===== src/rtl/irq_sched_if.sv =====
// Bus bundle between the interrupt scheduler and the pipeline/config decode.
// master = pipeline/software side, slave = scheduler side.
interface irq_sched_if #(
    parameter int N_IRQ = 8
) ();
    logic [N_IRQ-1:0] irq_in;
    logic             cfg_we;
    logic [1:0]       cfg_addr;
    logic [31:0]      cfg_wdata;
    logic [31:0]      cfg_rdata;
    logic             int_req;
    logic             int_ack;
    logic             redirect_valid;
    logic [31:0]      redirect_pc;
    logic [3:0]       int_cause;
    logic             in_service;
    logic             eret;

    modport master (
        output irq_in, cfg_we, cfg_addr, cfg_wdata, int_ack, eret,
        input  cfg_rdata, int_req, redirect_valid, redirect_pc, int_cause, in_service
    );

    modport slave (
        input  irq_in, cfg_we, cfg_addr, cfg_wdata, int_ack, eret,
        output cfg_rdata, int_req, redirect_valid, redirect_pc, int_cause, in_service
    );
endinterface


===== src/rtl/irq_sched.sv =====
// Edge-capturing, fixed-priority interrupt scheduler: pends rising edges, picks the
// lowest eligible line and walks the pipeline through flush, redirect and service.
module irq_sched #(
    parameter int N_IRQ = 8
) (
    input  logic       clk,
    input  logic       rst,
    irq_sched_if.slave bus
);
    typedef enum logic [1:0] {
        ST_IDLE = 2'd0,
        ST_REQ  = 2'd1,
        ST_VEC  = 2'd2,
        ST_SERV = 2'd3
    } state_e;

    localparam logic [1:0] A_MASK = 2'd0;
    localparam logic [1:0] A_PEND = 2'd1;
    localparam logic [1:0] A_BASE = 2'd2;
    localparam logic [1:0] A_CTRL = 2'd3;

    logic [N_IRQ-1:0] mask_q, mask_d, pend_q, pend_d, prev_q;
    logic [N_IRQ-1:0] rise_s, sw_clr_s, hw_clr_s, elig_s, cause_hot_s;
    logic [31:0]      base_q, base_d, rdata_s;
    logic             gie_q, gie_d;
    logic [3:0]       cause_q, cause_d, cause_out_s;
    state_e           state_q, state_d;

    function automatic logic [3:0] pick_winner(input logic [N_IRQ-1:0] v);
        logic [3:0] w;
        w = 4'd0;
        for (int i = N_IRQ - 1; i >= 0; i--) begin
            if (v[i]) begin
                w = 4'(i);
            end
        end
        return w;
    endfunction

    // A fresh edge is OR-ed in last so it beats any same-cycle clear.
    assign rise_s      = bus.irq_in & ~prev_q;
    assign cause_hot_s = N_IRQ'(1'b1) << cause_q;
    assign sw_clr_s    = (bus.cfg_we && (bus.cfg_addr == A_PEND)) ? bus.cfg_wdata[N_IRQ-1:0] : '0;
    assign hw_clr_s    = (state_q == ST_VEC) ? cause_hot_s : '0;
    assign pend_d      = (pend_q & ~(sw_clr_s | hw_clr_s)) | rise_s;
    assign elig_s      = pend_q & mask_q & {N_IRQ{gie_q}};

    // Software-visible configuration register updates.
    always_comb begin
        mask_d = mask_q;
        base_d = base_q;
        gie_d  = gie_q;
        if (bus.cfg_we) begin
            case (bus.cfg_addr)
                A_MASK:  mask_d = bus.cfg_wdata[N_IRQ-1:0];
                A_BASE:  base_d = bus.cfg_wdata;
                A_CTRL:  gie_d  = bus.cfg_wdata[0];
                default: mask_d = mask_q;
            endcase
        end else begin
            mask_d = mask_q;
        end
    end

    // Scheduler next state; the winner is only sampled when leaving IDLE.
    always_comb begin
        state_d = state_q;
        cause_d = cause_q;
        case (state_q)
            ST_IDLE: begin
                if (elig_s != '0) begin
                    state_d = ST_REQ;
                    cause_d = pick_winner(elig_s);
                end else begin
                    state_d = ST_IDLE;
                end
            end
            ST_REQ: begin
                if (bus.int_ack) begin
                    state_d = ST_VEC;
                end else begin
                    state_d = ST_REQ;
                end
            end
            ST_VEC:  state_d = ST_SERV;
            ST_SERV: begin
                if (bus.eret) begin
                    state_d = ST_IDLE;
                end else begin
                    state_d = ST_SERV;
                end
            end
            default: state_d = ST_IDLE;
        endcase
    end

    // State and configuration registers.
    always_ff @(posedge clk or posedge rst) begin
        if (rst) begin
            mask_q  <= '0;
            pend_q  <= '0;
            prev_q  <= '0;
            base_q  <= 32'd0;
            gie_q   <= 1'b0;
            cause_q <= 4'd0;
            state_q <= ST_IDLE;
        end else begin
            mask_q  <= mask_d;
            pend_q  <= pend_d;
            prev_q  <= bus.irq_in;
            base_q  <= base_d;
            gie_q   <= gie_d;
            cause_q <= cause_d;
            state_q <= state_d;
        end
    end

    // Register read mux.
    always_comb begin
        rdata_s = 32'd0;
        case (bus.cfg_addr)
            A_MASK:  rdata_s = 32'(mask_q);
            A_PEND:  rdata_s = 32'(pend_q);
            A_BASE:  rdata_s = base_q;
            A_CTRL:  rdata_s = {23'd0, bus.in_service, cause_out_s, 3'd0, gie_q};
            default: rdata_s = 32'd0;
        endcase
    end

    // Outputs decode straight from registered state so reset clears them at once.
    assign cause_out_s        = (state_q != ST_IDLE) ? cause_q : 4'd0;
    assign bus.int_cause      = cause_out_s;
    assign bus.int_req        = (state_q == ST_REQ);
    assign bus.redirect_valid = (state_q == ST_VEC);
    assign bus.in_service     = (state_q == ST_SERV);
    assign bus.redirect_pc    = (state_q == ST_VEC) ? (base_q + {26'd0, cause_q, 2'd0}) : 32'd0;
    assign bus.cfg_rdata      = rdata_s;
endmodule


===== src/flat_wrapper.sv =====
// flat-port wrapper written by rule: the top's interface ports become plain ports
module irq_sched_flat 
#(
    parameter int N_IRQ = 8
)
  (clk, rst, bus_irq_in, bus_cfg_we, bus_cfg_addr, bus_cfg_wdata, bus_int_ack, bus_eret, bus_cfg_rdata, bus_int_req, bus_redirect_valid, bus_redirect_pc, bus_int_cause, bus_in_service);
  irq_sched_if #(.N_IRQ(N_IRQ)) bus_i ();
  input  logic clk;
  input  logic rst;
  input wire logic [$bits(bus_i.irq_in)-1:0] bus_irq_in;
  input wire logic [$bits(bus_i.cfg_we)-1:0] bus_cfg_we;
  input wire logic [$bits(bus_i.cfg_addr)-1:0] bus_cfg_addr;
  input wire logic [$bits(bus_i.cfg_wdata)-1:0] bus_cfg_wdata;
  input wire logic [$bits(bus_i.int_ack)-1:0] bus_int_ack;
  input wire logic [$bits(bus_i.eret)-1:0] bus_eret;
  output wire logic [$bits(bus_i.cfg_rdata)-1:0] bus_cfg_rdata;
  output wire logic [$bits(bus_i.int_req)-1:0] bus_int_req;
  output wire logic [$bits(bus_i.redirect_valid)-1:0] bus_redirect_valid;
  output wire logic [$bits(bus_i.redirect_pc)-1:0] bus_redirect_pc;
  output wire logic [$bits(bus_i.int_cause)-1:0] bus_int_cause;
  output wire logic [$bits(bus_i.in_service)-1:0] bus_in_service;
  assign bus_i.irq_in = bus_irq_in;
  assign bus_i.cfg_we = bus_cfg_we;
  assign bus_i.cfg_addr = bus_cfg_addr;
  assign bus_i.cfg_wdata = bus_cfg_wdata;
  assign bus_i.int_ack = bus_int_ack;
  assign bus_i.eret = bus_eret;
  assign bus_cfg_rdata = bus_i.cfg_rdata;
  assign bus_int_req = bus_i.int_req;
  assign bus_redirect_valid = bus_i.redirect_valid;
  assign bus_redirect_pc = bus_i.redirect_pc;
  assign bus_int_cause = bus_i.int_cause;
  assign bus_in_service = bus_i.in_service;
  irq_sched #(.N_IRQ(N_IRQ)) u_core (.clk(clk), .rst(rst), .bus(bus_i));
endmodule

===== config.mk =====
export PLATFORM = sky130hd
export DESIGN_NAME = irq_sched_flat
export DESIGN_NICKNAME = d
export VERILOG_FILES = /design/src/rtl/irq_sched_if.sv /design/src/rtl/irq_sched.sv /design/src/flat_wrapper.sv
export SDC_FILE = /design/constraint.sdc
export NUM_CORES = 1
export LEC_CHECK = 0
export CORE_MARGIN = 2
export CORE_UTILIZATION = 47
export CTS_CLUSTER_DIAMETER = 150
export DETAILED_ROUTE_END_ITERATION = 8
export PLACE_DENSITY = 0.92
export SETUP_SLACK_MARGIN = 0.02
export SKIP_CTS_REPAIR_TIMING = 1
export SYNTH_ARGS = -nofsm -noshare
export SYNTH_HDL_FRONTEND = slang
export SYNTH_SLANG_ARGS = --single-unit

===== constraint.sdc =====
create_clock -name clk -period 3.35 [get_ports clk]
set_input_delay 0.67 -clock clk [delete_from_list [all_inputs] [get_ports clk]]
set_output_delay 0.67 -clock clk [all_outputs]
set_load 0.05 [all_outputs]

==> results.sh <==
export IMPL_grt_max_degree=30
export IMPL_clkSinkCount=62
export IMPL_cpMostUsedCell="buf_4"
export IMPL_power_density_nw_per_um2=733.3
export IMPL_violations="setup timing"
export IMPL_cell_at_the_root_of_the_clock_tree="clkbuf_8"
export IMPL_die_width_um=93.68
export IMPL_number_of_max_slew_violations_in_the_final_report=0
export IMPL_cells_after_synthesis=379
export IMPL_number_of_buffers_created_by_cts=9
export IMPL_drc=0
export IMPL_cp_required_ns=2.68
export IMPL_grt_overflow=0
export IMPL_drt_total_wl_um=11810
export IMPL_clk_pin_slew_ns=0.07
export IMPL_report_final_hold_viol_count=0
export IMPL_synth_seq_area_share=0.4105
export IMPL_design_portCount=118
export IMPL_synth_top_flop_cell="dfrtp_1"
export IMPL_final_setup_violation_count=1
export IMPL_antenna_cells=0
export IMPL_grt_antenna_before_repair=0
export IMPL_synth_enable_flop_cells=0
export IMPL_cts_tree="done"
export IMPL_final_design_area_no_fill_um2=5894
export IMPL_synth_async_reset_ratio=1.000
export IMPL_start_util=0.4866
export IMPL_vias_per_cell=5.916
export IMPL_rsz_0062_raised_after_global_routing="true"
export IMPL_critical_path_startpoint_type="flip-flop"
export IMPL_drv_cap=0
export IMPL_synth_fp_nets=430
export IMPL_dp_cells=588
export IMPL_worst_setup_path_type="flip-flop to output port"
export IMPL_netlist_area_um2=3780
export IMPL_cp_slowest_cell="o211ai_1"
export IMPL_worst_ep_arrival_time_ns=2.68
export IMPL_critical_path_endpoint_type="output port"
export IMPL_post_place_ws_ns=0.1571
export IMPL_path_buf_inv=4
export IMPL_tightestPinTransition_ns=0.7386
export IMPL_synth_largest_area_cell="dfrtp_1"
export IMPL_timing_final_crit_share=1.001
export IMPL_setup_slack_ns=-0.003336
export IMPL_syn2layout_area_growth_pct=55.94
export IMPL_outcome="finished, violations left"
export IMPL_most_common_layout_cells="dfrtp_1 (60), clkdlybuf4s50_1 (52), buf_12 (48)"
export IMPL_post_dp_cell_area_um2=5522
export IMPL_hold_path_class="flip-flop to flip-flop"
export IMPL_synth_area_per_cell_um2=9.973
export IMPL_first_global_vias=3622
export IMPL_insertion_delay_ns=0.34
export IMPL_achievable_frequency_ghz=0.2982
export IMPL_netlist_top_cells_area="dfrtp_1 (41%), mux2_2 (9.8%), and2_1 (4.8%)"
export IMPL_final_setup_skew_ns=0.006840
export IMPL_period_minus_slack_ns=3.353
export IMPL_routedWlPerCell_um=19.39
export IMPL_critPathTopFamily="compound AO/OA/AOI/OAI gates"
export IMPL_synthDistinctLibCells=55
export IMPL_placementRows=32
export IMPL_die_height_um=93.68
export IMPL_layout_cells_most_common="dfrtp_1"
export IMPL_path_max_fanout=6
export IMPL_cell_count_final_fillers_out=609
export IMPL_final_net_count=553
export IMPL_io_buffers=116
export IMPL_postSynthRegisterBits=62
export IMPL_detail_route_antenna_nets=0
export IMPL_place_detailed_hpwl_um=8625
export IMPL_grt_first_pass_wirelength_um=18500
export IMPL_finalWeightedCongestion=0.9526
export IMPL_placeable_core_area_um2=7767
export IMPL_synth_yosys_warnings=0
export IMPL_max_vdd_ir_drop_mv=0.5394
export IMPL_maxSlewHeadroom=0.5054
export IMPL_drtPass1Iterations=5
export IMPL_h_tree_depth_reported_by_cts=3
export IMPL_slowest_delay_ns=0.47
export IMPL_fin_setup_tns_ns=-0.003336
export IMPL_drt_iter0_markers=257
export IMPL_ctsLongestPathBuffers=2
export IMPL_cell_breakdown_of_the_critical_path="ha_2, inv_2, fa_2, nor2b_4, o211ai_1, buf_2, buf_4, o21ai_1, a21oi_1, buf_4"
export IMPL_layout_cell_share_with_drive_strength_beyond_1=0.3195
export IMPL_power_static_leakage_nw=2.446
export IMPL_routed_via_count=3603
export IMPL_floorplan_die_area_um2=8776
export IMPL_yosys_area_top_type_share=0.4105
export IMPL_gr_usage_all_layers=0.2716
==> layer usage <==
metal	global-route usage	part of all wire
met5	0	0
met3	0.05939	0.091
met1	0.3464	0.39
met4	0.07005	0.012
met2	0.4685	0.50
==> state kept, by name (all words and copies together), names as in the netlist <==
| signal | cells |
|---|---|
| u_core.base_q | 32 |
| u_core.mask_q | 8 |
| u_core.pend_q | 8 |
| u_core.prev_q | 8 |
| u_core.cause_q | 3 |
| u_core.state_q | 2 |
| u_core.gie_q | 1 |
==> power breakdown <==
part	switching [W]	leakage, nW	internal, W	total, W
combinational	0.00139	1.60	0.000951	0.00234
sequential	0.000245	0.717	0.000911	0.00116
clock	0.000309	0.126	0.000513	0.000823
==> cells in the mapped netlist, types with 3 or more instances <==
master	n
dfrtp_1	62
mux2_2	33
and2_1	29
nand2_1	26
a21oi_1	22
inv_1	20
nor2_1	16
o31ai_1	15
o21ai_0	14
or4_1	14
nand3_1	13
a22o_1	8
clkbuf_1	8
mux2_1	8
nand4_1	8
xor2_1	7
and3_1	5
buf_1	5
mux2i_1	5
nor2b_1	5
buf_2	4
mux4_2	4
ha_1	3
o211ai_1	3
o21ai_1	3
==> kinds of logic (layout without fill, tap and decap cells) <==
family / count (synthesis) / after routing / synth area share
simple gates: 132 / 132 / 0.2032
compound gates: 83 / 83 / 0.1493
flops: 62 / 62 / 0.4105
mux: 50 / 50 / 0.1592
buf+inv: 39 / 167 / 0.04303
xor+xnor: 8 / 8 / 0.01854
fa+ha+maj: 4 / 4 / 0.01523
other cells: 1 / 1 / 0.0009921
==> cell type report <==
type / count / area [um^2]
Clock buffer: 10 / 137.6
Timing Repair Buffer: 131 / 1720
Tap cell: 102 / 127.6
Clock inverter: 6 / 108.9
Multi-Input combinational cell: 278 / 2171
Sequential cell: 62 / 1554
Fill cell: 510 / 1873
Inverter: 20 / 75.07
==> final timing paths <==
kind / slack [ns] / cells after the start / to / startpoint
max: -0.003 / 10 / bus_redirect_pc[14] / u_core.base_q[2]
min: 0.41 / 1 / u_core.pend_q[6] / u_core.prev_q[6]
min in group asynchronous: 0.68 / 2 / u_core.state_q[0] / rst
max in group asynchronous: 1.97 / 3 / u_core.cause_q[2] / rst
min reg2reg: 0.41 / 1 / u_core.pend_q[6] / u_core.prev_q[6]
max reg2reg: 1.13 / 6 / u_core.pend_q[4] / u_core.state_q[0]
==> worst reg2reg max path, stage by stage, from the launching register on <==
cell and delay, ns:
dfrtp_1 0.43, nand2b_1 0.31, buf_4 0.33, inv_1 0.31, nand2_1 0.14, o311ai_0 0.45
o21ai_1 0.13
==> through the flow <==
stage,util,power [W],hold slack (ns)
finish,0.7589,0.004322,0.4091
global route,0.7589,0.004512,0.4212
CTS,0.7426,0.004239,0.4155
detailed placement,0.7109,0.003411,0.4062
global placement,0.7109,0.003364,0.3950
floorplan,-,0.002471,0.3919
Note: power is estimated with default switching activity, not from simulation.
